==> src/rtl/demux_seq_pkg.sv <==
// Shared types and default sizing for the demux write sequencer.
// Encodings are fixed so the state can be observed in traces by value.
package demux_seq_pkg;

    typedef enum logic [1:0] {
        IDLE = 2'd0,
        RUN  = 2'd1,
        DONE = 2'd2
    } state_t;

    localparam int DATA_W_DEFAULT     = 5;
    localparam int SEL_W_DEFAULT      = 5;
    localparam int NUM_CH_DEFAULT     = 30;
    localparam int NUM_GROUPS_DEFAULT = 16;
    localparam int GRP_W_DEFAULT      = 4;

endpackage

==> src/rtl/wrap_counter.sv <==
// Modulo-MOD up-counter with synchronous clear; wrap flags the increment that rolls over.
// Clear wins over increment.
module wrap_counter #(
    parameter int MOD = 30,
    parameter int W   = 5
) (
    input  logic         clk,
    input  logic         clr,
    input  logic         inc,
    output logic [W-1:0] count,
    output logic         wrap
);

    localparam logic [W-1:0] LAST = W'(MOD - 1);

    assign wrap = inc && (count == LAST);

    always_ff @(posedge clk) begin
        if (clr) begin
            count <= '0;
        end else if (inc) begin
            count <= (count == LAST) ? '0 : count + W'(1);
        end
    end

endmodule

==> src/rtl/demux_30_write_sequencer.sv <==
// Round-robin write sequencer feeding a 1-to-NUM_CH demux: one registered strobe per accepted word.
// Accept-to-strobe latency is one cycle; din_ready is high only while a job is running.
module demux_30_write_sequencer
    import demux_seq_pkg::*;
#(
    parameter int DATA_W     = DATA_W_DEFAULT,
    parameter int SEL_W      = SEL_W_DEFAULT,
    parameter int NUM_CH     = NUM_CH_DEFAULT,
    parameter int NUM_GROUPS = NUM_GROUPS_DEFAULT,
    parameter int GRP_W      = GRP_W_DEFAULT
) (
    input  logic              clk,
    input  logic              reset,
    input  logic              start,
    input  logic [DATA_W-1:0] din,
    input  logic              din_valid,
    output logic              din_ready,
    output logic [DATA_W-1:0] dout,
    output logic [SEL_W-1:0]  sel,
    output logic              wr_en,
    output logic [GRP_W-1:0]  grp_idx,
    output logic              busy,
    output logic              done
);

    state_t             state;
    state_t             next_state;
    logic               accept;
    logic               final_word;
    logic               cnt_clr;
    logic               ch_wrap;
    logic [SEL_W-1:0]   ch_cnt;
    logic [GRP_W-1:0]   grp_cnt;

    assign accept  = din_valid && din_ready;
    assign cnt_clr = reset || ((state == IDLE) && start) || (state == DONE);

    wrap_counter #(
        .MOD (NUM_CH),
        .W   (SEL_W)
    ) u_ch_cnt (
        .clk   (clk),
        .clr   (cnt_clr),
        .inc   (accept),
        .count (ch_cnt),
        .wrap  (ch_wrap)
    );

    // The group counter only wraps on the very last word of the job.
    wrap_counter #(
        .MOD (NUM_GROUPS),
        .W   (GRP_W)
    ) u_grp_cnt (
        .clk   (clk),
        .clr   (cnt_clr),
        .inc   (ch_wrap),
        .count (grp_cnt),
        .wrap  (final_word)
    );

    // The counter has already rolled to 0 by DONE; report the group just finished.
    assign grp_idx = (state == DONE) ? GRP_W'(NUM_GROUPS - 1) : grp_cnt;

    always_ff @(posedge clk) begin
        if (reset) begin
            state <= IDLE;
        end else begin
            state <= next_state;
        end
    end

    always_comb begin
        next_state = state;
        case (state)
            IDLE:    if (start) next_state = RUN;
            RUN:     if (final_word) next_state = DONE;
            DONE:    next_state = IDLE;
            default: next_state = IDLE;
        endcase
    end

    always_comb begin
        din_ready = 1'b0;
        busy      = 1'b0;
        done      = 1'b0;
        case (state)
            RUN: begin
                din_ready = 1'b1;
                busy      = 1'b1;
            end
            DONE: begin
                busy = 1'b1;
                done = 1'b1;
            end
            default: ;
        endcase
    end

    always_ff @(posedge clk) begin
        if (reset) begin
            dout  <= '0;
            sel   <= '0;
            wr_en <= 1'b0;
        end else begin
            wr_en <= accept;
            if (accept) begin
                dout <= din;
                sel  <= ch_cnt;
            end
        end
    end

endmodule

==> config.mk <==
export PLATFORM = sky130hd
export DESIGN_NAME = demux_30_write_sequencer
export DESIGN_NICKNAME = d
export VERILOG_FILES = /design/src/rtl/demux_seq_pkg.sv /design/src/rtl/wrap_counter.sv /design/src/rtl/demux_30_write_sequencer.sv
export SDC_FILE = /design/constraint.sdc
export NUM_CORES = 1
export LEC_CHECK = 0
export CAP_MARGIN = 40
export CORE_MARGIN = 2
export CORE_UTILIZATION = 42
export DETAILED_ROUTE_END_ITERATION = 8
export GPL_TIMING_DRIVEN = 1
export PLACE_DENSITY = 0.73
export SKIP_CTS_REPAIR_TIMING = 1
export SYNTH_ARGS = -nofsm -noshare
export SYNTH_HDL_FRONTEND = slang
export SYNTH_SLANG_ARGS = --single-unit
==> constraint.sdc <==
create_clock -name clk -period 1.5 [get_ports clk]
set_clock_uncertainty 0.1 [all_clocks]
set_input_delay 0.3 -clock clk [delete_from_list [all_inputs] [get_ports clk]]
set_output_delay 0.3 -clock clk [all_outputs]
set_load 0.02 [all_outputs]
# Yosys cells after proc, flatten, opt, wreduce, memory -nomap -nowiden
# Cells that the tools add are included.
dict set report word_totals {
  in_bits 9
  rom_bits 0
  elab_cells 32
  latchBits 0
  mem_count 0
  out_inout_bits 18
  reg_bits 22
  ram_bits 0
}
dict set report classes {
  shifts 0
  n_reduce_logical 9
  n_addsub 2
  n_eq_ne 6
  order_cmp 0
  div 0
  n_mul 0
  bitwise_logic 0
  mux 9
}
# op n
set ops {}
lappend ops {{4-bit 2-to-1 mux} 2}
lappend ops {{5-bit by 1-bit adder with 5-bit output, second input constant} 1}
lappend ops {{5-bit equality test, second input constant} 1}
lappend ops {{5-bit 2-to-1 mux} 1}
lappend ops {{4-bit by 1-bit adder with 4-bit output, second input constant} 1}
lappend ops {{4-bit equality test, second input constant} 1}
lappend ops {{1-bit logical AND} 4}
lappend ops {{2-bit 2-to-1 mux} 2}
lappend ops {{2-bit inequality test, second input constant} 2}
lappend ops {{2-bit one-hot mux with 2 select lines} 1}
lappend ops {{1-bit 2-to-1 mux} 3}
lappend ops {{2-bit by 1-bit equality test with 1-bit output, second input constant} 1}
lappend ops {{2-bit equality test, second input constant} 1}
lappend ops {{2-bit zero test} 1}
lappend ops {{1-bit logical OR} 2}
lappend ops {{2-bit AND reduction} 1}
lappend ops {{2-bit OR reduction} 1}

# Longest topological paths before layout
dict set report logic_depth {
  word_depth 7
  depth_mapped 7
  depth_no_buf 6
}

# Modules after synthesis
# Synthesis repeated with hierarchy kept, for this count alone.
dict set report unflattened {
  hier_cells 116
  area_unflattened_um2 1012.2
}
# mod n_inst seq_area_each_um2 area_each_um2 cells_per_inst
set modules_own_cells {}
lappend modules_own_cells {demux_30_write_sequencer 1 260.2 593.1 70}
lappend modules_own_cells {{wrap_counter at u_ch_cnt} 1 100.1 235.2 26}
lappend modules_own_cells {{wrap_counter at u_grp_cnt} 1 80.1 183.9 20}

# Worst setup path before layout
# Ideal clock, no wire load.
dict set report synth_timing {
  path_kind {register -> register}
  startpoint {register state[1]}
  endpoint {register u_grp_cnt.count[3]}
  synth_period_minus_slack_ns 1.670
  required_ns 1.321
  setup_time_ns 0.079
  path_stages_with_launch 8
  slack_ns -0.170
  path_buffers 1
  arrival_ns 1.491
  cell_sequence {dfxtp_1 -> inv_1 -> ha_1 -> and2_1 -> buf_6 -> and2_4 -> a41oi_2 -> a211oi_2}
}
dict set report synth_between {
  elab_chain_len 4
  elab_cells_between_ends 9
  cone_classes {eq/ne (2); mux (1); reduce/logical (6)}
}
# item line
set synth_rtl {}
lappend synth_rtl {{from (decl)} demux_30_write_sequencer.sv:26} ;# state_t state;
lappend synth_rtl {{from (signal assigned)} demux_30_write_sequencer.sv:68} ;# state <= next_state;
lappend synth_rtl {{2-bit by 1-bit equality test with 1-bit output} demux_30_write_sequencer.sv:86} ;# case (state)
lappend synth_rtl {{1-bit 2-to-1 mux} demux_30_write_sequencer.sv:86}
lappend synth_rtl {{via din_ready} demux_30_write_sequencer.sv:17} ;# output logic din_ready,
lappend synth_rtl {{1-bit logical AND} demux_30_write_sequencer.sv:35} ;# assign accept = din_valid && din_ready;
lappend synth_rtl {{1-bit logical AND} wrap_counter.sv:16} ;# assign wrap = inc && (count == LAST);
lappend synth_rtl {{to (signal assigned)} wrap_counter.sv:22} ;# count <= (count == LAST) ? '0 : count + W'(1);
lappend synth_rtl {{to (decl)} wrap_counter.sv:10} ;# output logic [W-1:0] count,
# The timed path passes the listed nets, and every way through them passes these cells.
# A chain may end at the register's enable or synchronous reset.

# Worst setup path in the final report
dict set report layout_timing {
  startpoint {register state[0]}
  endpoint {output grp_idx[3]}
}
dict set report layout_between {
  elab_chain_len 2
}
# item line
set layout_rtl {}
lappend layout_rtl {{2-bit equality test} demux_30_write_sequencer.sv:62} ;# assign grp_idx = (state == DONE) ? GRP_W'(NUM_GROUPS - 1) : grp_cnt;
lappend layout_rtl {{4-bit 2-to-1 mux} demux_30_write_sequencer.sv:62}
lappend layout_rtl {{to (decl)} demux_30_write_sequencer.sv:21} ;# output logic [GRP_W-1:0] grp_idx,
# Every way passes these cells.

==> flow_summary.json <==
{
  "status": "complete, but fails checks",
  "violations": "setup timing",
  "cts_root_buffer": "clkbuf_4",
  "rsz0062_at_grt": "yes",
  "worstSkewPairLatency_ns": 0.32,
  "hold_depth": 2,
  "fp-row-count": 17,
  "r2r_slack_ns": -0.11,
  "die_x_um": 53.5,
  "ios": 27,
  "path_class": "reg2out",
  "switchingPower_uw": 729,
  "start_kind": "flip-flop",
  "synthDistinctLibCells": 27,
  "sw_frac_of_total_pct": 33.9,
  "clock_path_buffers": 2,
  "total_power_mw": 2.15,
  "cpPeakStageDelay_ns": 0.36,
  "grt_pass1_vias": 920,
  "vias_per_cell": 5.21,
  "fp.dieH_um": 53.5,
  "path_cells": "inv_2, ha_4, or2_4, buf_6",
  "diodes": 0,
  "synth_seq_cells": 22,
  "wirelength_um": 3160,
  "place_inst": 192,
  "htree_levels": 1,
  "final.setup.tns_ns": -1.24,
  "drtAntennaViolNets": 0,
  "synthTopCellsByArea": "dfxtp_1 43%, nand2_1 10%, ha_1 9.7%",
  "finalHoldViolCount": 0,
  "vias": 1047,
  "start_util_pct": 45.3,
  "cp_top_family": "flip-flops",
  "cp.depth": 4,
  "synth_most_common_cell": "nand2_1",
  "yosysSeqAreaShare_pct": 42.7,
  "n_fill_cell": 122,
  "cap_violations": 0,
  "clock.fmax_mhz": 596,
  "synth_top_area_cell": "dfxtp_1",
  "critical_path_arrival_ns": 1.28,
  "slew_viol_final": 0,
  "hold_path.class": "reg2reg",
  "async_reset_ff_share_pct": 0,
  "ys.flop_type": "dfxtp_1",
  "worst_slew_pin_slew_ns": 0.296,
  "cts_buffers": 3,
  "synth_edf_count": 0,
  "fp.dieArea_mm2": 0.00287,
  "syn_nets": 137,
  "drive_above_1_share_pct": 46.2,
  "rr_worst_depth": 8,
  "combPwrFrac_pct": 46.8,
  "hold_start": "dout[2]",
  "p_int_mw": 1.42,
  "io_buffers": 26,
  "firstDrtPassIters": 4,
  "syn_to_final_growth_pct": 77.7,
  "period_share_pct": 112,
  "drc": 0,
  "grt_pass1_wl_um": 3730,
  "nets": 191,
  "worstHoldEndpoint": "dout[2]",
  "cp_slowest_cell": "dfxtp_2",
  "clk_pin_slew_worst_paths_ns": 0.14,
  "gp_congestion": 0.791,
  "min_period_ns": 1.68,
  "clockPowerShare_pct": 22.1,
  "clock_sinks": 22,
  "wl_per_cell_um": 15.7,
  "globalRouteOverflowTotal": 0,
  "synth.avg_cell_area_um2": 8.59,
  "yosysWarnings": 0,
  "layout_setup_ws_ns": -0.177,
  "setup_violations": 14,
  "track_usage_pct": 17.6,
  "final_cells": 201,
  "grt_max_degree": 16,
  "p_seq_share_pct": 31.1,
  "required_ns": 1.10,
  "netlist_area_mm2": 0.00103,
  "grt_antenna_before_repair": 0,
  "end_kind": "primary output",
  "slew_headroom_pct": 80.1,
  "vdd.ir_drop.worst_v": 0.00112,
  "power_density_mw_per_mm2": 1170,
  "hpwl_um": 1770,
  "power.leakage_nw": 0.931,
  "r2r_end": "u_ch_cnt.count[0]",
  "yosysTopAreaCellShare_pct": 42.7,
  "core-area_mm2": 0.00228,
  "worst-path-max-fanout": 5,
  "initialDrtViolationCount": 16,
  "synth_cells": 120,
  "ys_top_cells_by_count": "28 x nand2_1, 22 x dfxtp_1, 16 x a21oi_1",
  "cp.buffers_inverters": 2,
  "timing.rr.start": "state[1]",
  "cts_tree": "yes"
}
==> power groups by stage <==
stage | combinational, mW | sequential [mW] | clock [mW]
final | 1.01 | 0.669 | 0.475
after global routing | 1.06 | 0.673 | 0.494
after CTS | 0.731 | 0.652 | 0.470
after detailed placement | 0.729 | 0.665 | 0
after global placement | 0.714 | 0.661 | 0
after floorplan | 0.373 | 0.699 | 0
==> metal layers <==
metal | track usage, % | vias up | part of all wire, %
li1 | - | 507 | -
met1 | 20.5 | 518 | 42
met2 | 31.3 | 14 | 54
met3 | 2.22 | 8 | 1.4
met4 | 8.97 | 0 | 2.4
met5 | 0 | - | 0
==> how the worst max path moves through the flow <==
stage,slack (ns),start,endpoint
2_1_floorplan,0.02,state[0],u_ch_cnt.count[2]
3_3_place_gp,-0.26,state[0],grp_idx[1]
3_5_place_dp,-0.30,state[0],grp_idx[1]
4_1_cts,-0.67,state[0],grp_idx[1]
5_1_grt,-0.20,state[0],grp_idx[1]
6_report,-0.18,state[0],grp_idx[3]
==> through the flow <==
stage | instance area [µm²] | utilization [%] | setup slack (ns) | hold WS [ns]
after floorplan | 1050 | - | 0.0150 | 0.269
after global placement | 1490 | 65.3 | -0.258 | 0.343
after detailed placement | 1490 | 65.3 | -0.299 | 0.350
after CTS | 1540 | 67.6 | -0.671 | 0.368
after global routing | 1830 | 80.5 | -0.202 | 0.397
final | 1830 | 80.5 | -0.177 | 0.369
==> layout by cell type, fill, tap and decap left out, types with 2 or more instances in the layout <==
| cell type | n |
|---|---|
| a21oi_1 | 9 |
| a21oi_2 | 7 |
| and2_4 | 2 |
| buf_4 | 20 |
| buf_6 | 14 |
| clkbuf_4 | 3 |
| clkdlybuf4s50_1 | 8 |
| dfxtp_1 | 18 |
| dfxtp_2 | 3 |
| dlymetal6s2s_1 | 11 |
| ha_1 | 4 |
| ha_4 | 4 |
| inv_1 | 2 |
| mux2i_1 | 2 |
| nand2_1 | 19 |
| nand2_2 | 2 |
| nand2_4 | 6 |
| nand2b_1 | 4 |
| nand3_2 | 2 |
| nand4_1 | 2 |
| nor2_1 | 4 |
| nor3_1 | 3 |
| or2_4 | 4 |
| xor2_1 | 3 |
==> kinds of logic (layout without fill, tap and decap cells) <==
family	after synthesis	count (layout)	synth area share, %
compound gates	22	22	14.0
xor+xnor	3	3	2.55
fa+ha+maj	8	8	9.71
buf+inv	9	62	4.13
flops	22	22	42.7
mux	2	2	1.94
simple gates	54	54	25.0
==> final cells by class <==
type | instances | area, µm² | share of cell area [%]
clock buffers | 3 | 22.5 | 1.23
inverters | 4 | 17.5 | 0.956
multi-input cells | 89 | 733 | 40.0
repair buffers | 54 | 546 | 29.8
clock inverters | 1 | 30.0 | 1.64
well taps | 28 | 35.0 | 1.91
flip-flops and latches | 22 | 448 | 24.5
==> tightest hold or removal path: cells and delay by family, from the launching register on <==
kind / cells / cell delay, ns
flip-flops: 1 / 0.33
AND/OR/NAND/NOR: 1 / 0.05
AO/OA/AOI/OAI: 1 / 0.05
==> registers in the layout, summed over array words and instances (netlist names) <==
signal / flops
dout: 5
sel: 5
state: 2
u_ch_cnt.count: 5
u_grp_cnt.count: 4
wr_en: 1
No activity file was read; power rests on OpenSTA's default activity.
==> RTL change 1 (same flow settings) <==
The package constant `GRP_W_DEFAULT` goes from 4 to 6.
--- a/src/rtl/demux_seq_pkg.sv
+++ b/src/rtl/demux_seq_pkg.sv
@@ -14,3 +14,3 @@
     localparam int NUM_GROUPS_DEFAULT = 16;
-    localparam int GRP_W_DEFAULT      = 4;
+    localparam int GRP_W_DEFAULT      = 6;
 
Interface: changed (resized grp_idx); port bits go from 27 to 29. The function was not compared with the original's and may differ.
==> RTL change 1 against the unedited design <==
The flow still finishes with violations (negative setup slack); area after synthesis is 14% higher; sequential cell count is 2 higher; critical path depth unchanged; cell area rose by 1.4%; clock power fell by 41%; combinational power shrank 6%; setup slack worse by 0.034 ns; total power shrank 9.5%; count of clock-buffer cells in the layout unchanged; wire length is 1.5% lower; synthesized cell count increased by 14%; fmax down 2.0%; largest power group unchanged.
==> RTL change 1: results (changes against the unedited design) <==
[metrics] failing checks: negative setup slack
[metrics] Cell variety after synth: 32 (+19%)
[metrics] Layout fillers: 233 (+91%)
[metrics] adder and majority gate portion of the synthesized area: 8.520% (-1.2 points)
[metrics] fraction of power spent switching nets: 35.65% (+1.7 points)
[metrics] worst hold-check slack: 0.3597 ns (-0.009741 ns)
[metrics] register share of total power: 37.0% (+5.9 points)
[metrics] Tot GR Track Use: 19.24% (+1.7 points)
[metrics] I/O Buffers: 28 (+7.7%)
[metrics] Crit Reg-Reg Endpoint: state[0]
[metrics] wire length of the first global-routing pass: 4995 um (+34%)
[metrics] share of the synthesized area in the top cell type: 40.89% (-1.8 points)
[metrics] launch point of the worst reg-to-reg path: u_grp_cnt.count[0]
[metrics] ranking of synthesized cells by area: dfxtp_1 (41%), ha_1 (8.5%), nand2_1 (8.3%), a21oi_1 (7.2%), nand2b_1 (3.2%)
[metrics] post-route worst setup slack: -0.2113 ns (-0.03409 ns)
[metrics] sequential area share after synthesis: 40.89% (-1.8 points)
[metrics] layout cell share with drive strength beyond 1: 36.51% (-9.7 points)
[metrics] end point of the most critical hold path: dout[0]
[metrics] share of the synthesized netlist area taken by xor and xnor gates: 2.982% (+0.43 points)
[metrics] Critical Path AT: 1.31 ns (+0.03 ns)
[metrics] reported combinational group power: 0.947 mW (-6%)
[metrics] Iteration-0 DRC Markers: 34 (+18)
[metrics] share of the synthesized area in compound gates (AO/OA/AOI/OAI): 12.14% (-1.8 points)
[metrics] post-placement setup slack: -0.3362 ns (-0.03766 ns)
[metrics] multiplexer area fraction after synthesis: 1.704% (-0.24 points)
[metrics] largest fanout of any net on the critical path: 7 (+2)
[metrics] placed wire-length estimate after detailed placement: 2130 um (+20%)
[metrics] Total Nets Final: 208 (+8.9%)
[metrics] slew at the pin closest to its max-slew limit: 0.2357 ns (-0.06074 ns)
[metrics] cell types with the highest counts after synthesis: nand2_1 (26), dfxtp_1 (24), a21oi_1 (17)
[metrics] cells on worst reg2reg path: 5 (-3)
[metrics] vias per cell: 5.332 (+2.4%)
[metrics] LEAKAGE: 0.9519 nW (+2.2%)
[metrics] run status: finished, violations left
[metrics] endpoints failing setup: 12 (-2)
[metrics] min-delay src: dout[0]
RTL change 1: worst max-delay path, cell delays in order (launching register included):
cell	delay, ns
dfxtp_2	0.36
inv_2	0.05
ha_4	0.17
or2_2	0.29
buf_6	0.14
RTL change 1: worst max path at each step:
stage | from | slack (ns) | depth (start not counted) | end
floorplan | state[1] | -0.003 | 7 | u_grp_cnt.count[5]
global placement | state[0] | -0.28 | 4 | grp_idx[0]
detailed placement | state[0] | -0.34 | 4 | grp_idx[3]
CTS | state[0] | -0.70 | 4 | grp_idx[3]
global route | state[0] | -0.25 | 4 | grp_idx[0]
finish | state[0] | -0.21 | 4 | grp_idx[3]
RTL change 1: per-layer routing:
layer	GRT usage, %	part of all wire (%)	up-vias	wire length [um]
li1	-	-	573	-
met1	23.26	41	559	1286
met2	34.65	52	35	1634
met3	2.995	5.2	6	161
met4	5.648	1.1	0	33
met5	0	0	-	0
RTL change 1: cell type report:
class | count | area (um2) | share of cell area (%)
Timing Repair Buffer | 54 | 519.2 | 27.96
Multi-Input combinational cell | 104 | 772.0 | 41.58
Clock buffer | 3 | 22.52 | 1.213
Sequential cell | 24 | 486.7 | 26.21
Tap cell | 31 | 38.79 | 2.089
Inverter | 4 | 17.52 | 0.9434
RTL change 1: metrics by stage:
stage	cells	area (um2)	power (mW)	setup TNS, ns
6_report	220	1857	1.945	-1.375
5_1_grt	220	1857	2.049	-2.092
4_1_cts	216	1679	1.763	-10.04
3_5_place_dp	213	1657	1.482	-6.836
3_3_place_gp	213	1657	1.452	-5.678
2_1_floorplan	137	1194	1.160	-0.002592
==> RTL change 2 (same flow settings) <==
Without the edit above. Re-encode `state_t` (3 states) as one-hot, 3 bits wide.
--- a/src/rtl/demux_seq_pkg.sv
+++ b/src/rtl/demux_seq_pkg.sv
@@ -4,6 +4,6 @@
 
-    typedef enum logic [1:0] {
-        IDLE = 2'd0,
-        RUN  = 2'd1,
-        DONE = 2'd2
+    typedef enum logic [2:0] {
+        IDLE = 3'b001,
+        RUN  = 3'b010,
+        DONE = 3'b100
     } state_t;
Check against the original RTL: no difference found for any inputs over 10 cycles, from zero or initial values and one cycle with reset high; not proved beyond that.
==> RTL change 2 against the unedited design <==
The run still ends with negative setup slack left; synthesized cell count is 6.7% higher; cell area is 4.2% lower; sequential cell count is 1 higher; wire length hardly changed; count of clock-buffer cells in the layout stayed put; area after synthesis is 2.4% higher; setup slack worse by 0.027 ns.
Power is not compared: it rests on default switching activity, and its combinational part moved more than twofold at a synthesized area within 25%.
==> RTL change 2: results (changes against the unedited design) <==
[metrics] run status: finished, violations left
[metrics] failing checks: negative setup slack
[metrics] ranking of synthesized cells by area: dfxtp_1 (44%), nand2_1 (10%), a21oi_1 (8.1%), ha_1 (3.6%), nor2_1 (2.5%)
[metrics] largest fanout of any net on the critical path: 3 (-2)
[metrics] Critical Path AT: 1.30 ns (+0.02 ns)
[metrics] min-delay src: din_valid
[metrics] Crit Reg-Reg Endpoint: u_grp_cnt.count[0]
[metrics] antenna diode count: 0 (unchanged)
[metrics] routability congestion estimate from global placement: 0.8174 (+3.3%)
[metrics] sequential area share after synthesis: 43.60% (+0.88 points)
[metrics] cell types with the highest counts after synthesis: nand2_1 (28), dfxtp_1 (23), a21oi_1 (17)
[metrics] maximum clock insertion buffer count: 2 (unchanged)
[metrics] Tot Pwr: approximately 1.0 mW
[metrics] placed wire-length estimate after detailed placement: 2073 um (+17%)
[metrics] post-route worst setup slack: -0.2042 ns (-0.02695 ns)
[metrics] met3 layer wire length in the routed design: 154 um (+240%)
[metrics] placed insts: 203 (+5.7%)
[metrics] Worst path slowest cell: or3b_4
[metrics] Slowest Stage Delay on Critical Path: 0.40 ns (+0.04 ns)
[metrics] syn_nets: 140 (+2.2%)
[metrics] drt total wl: 3165 um (about the same)
[metrics] Cell variety after synth: 34 (+26%)
[metrics] cells on worst reg2reg path: 5 (-3)
[metrics] dominant delay contributor by cell family on the critical path: simple AND/OR/NAND/NOR gates
[metrics] layout cell share with drive strength beyond 1: 42.54% (-3.7 points)
[metrics] vias per cell: 5.464 (+4.9%)
[metrics] slew at the pin closest to its max-slew limit: 0.2933 ns (-0.003187 ns)
[metrics] launch point of the worst reg-to-reg path: u_grp_cnt.count[1]
[metrics] Tot GR Track Use: 21.33% (+3.8 points)
[metrics] endpoints failing setup: 10 (-4)
[metrics] Routed met2 length: 1637 um (-4.7%)
[metrics] FF-to-FF setup slack: -0.09 ns (+0.02 ns)
[metrics] HP Class: in2reg
[metrics] Iteration-0 DRC Markers: 10 (-6)
[metrics] met1 layer wirelength in the final routing: 1277 um (-3.3%)
[metrics] TNS Setup: -1.269 ns (-0.02862 ns)
[metrics] start point of the critical path: state[0]
[metrics] number of global-route vias before repair: 1,069 (+16%)
[metrics] number of standard cells in the layout, taps in and fillers out: 211 (+5.0%)
[metrics] Total Nets Final: 194 (+1.6%)
[metrics] post-placement setup slack: -0.3532 ns (-0.05462 ns)
[metrics] pin count of the biggest net entering global routing: 14 (-2)
[metrics] wire length of the first global-routing pass: 4491 um (+21%)
[metrics] end point of the most critical hold path: u_grp_cnt.count[2]
[metrics] number of instances in the synthesized netlist: 128 (+6.7%)
-- RTL change 2: cell types whose count changed after synthesis, sizes merged, moves of 2 or more --
cell    change
ha          -5
o21ai       +4
buf         +3
nand2b      -3
nor2        +3
xor2        -3
a311oi      +2
and2        -2
and3        +2
mux2i       -2
nor3        -2
o211ai      +2
or3         +2
or4         +2
-- RTL change 2: how the worst max path moves through the flow --
stage / end
floorplan: u_ch_cnt.count[1]
global placement: busy
detailed placement: u_ch_cnt.count[0]
CTS: din_ready
global route: busy
finish: busy
-- RTL change 2: metrics by stage --
step / cell area [um2] / hold slack, ns
global route: 1755 / 0.3545
CTS: 1553 / 0.3708
detailed placement: 1525 / 0.3528
finish: 1755 / 0.3529
floorplan: 1061 / 0.3360
global placement: 1525 / 0.3418
-- RTL change 2: tightest hold or removal path: stages --
cell and delay, ns:
dlymetal6s2s_1 0.16, nand4bb_4 0.13, or4_4 0.12, a21oi_2 0.04
-- RTL change 2: logic make-up (layout without fill, tap and decap cells) --
| group | count (synthesis) | in the layout | share of synthesized area (%) |
|---|---|---|---|
| adder cells (fa/ha/maj) | 3 | 3 | 3.555 |
| AND/OR/NAND/NOR | 59 | 59 | 29.15 |
| flip-flops | 23 | 23 | 43.60 |
| AO/OA/AOI/OAI | 31 | 31 | 18.84 |
| buffers and inverters | 12 | 65 | 4.857 |
-- RTL change 2: final cells by class --
class,instances,area [um2]
Inverter,4,20.02
Clock buffer,3,22.52
Timing Repair Buffer,57,561.8
Fill cell,186,676.9
Clock inverter,1,5.005
Sequential cell,23,470.5
Tap cell,30,37.54
Multi-Input combinational cell,93,638.1
-- RTL change 2: layer usage --
metal,vias up,global-route usage [%]
met1,544,25.47
met2,43,37.15
met4,0,10.00
met5,-,0
met3,10,3.056
li1,556,-
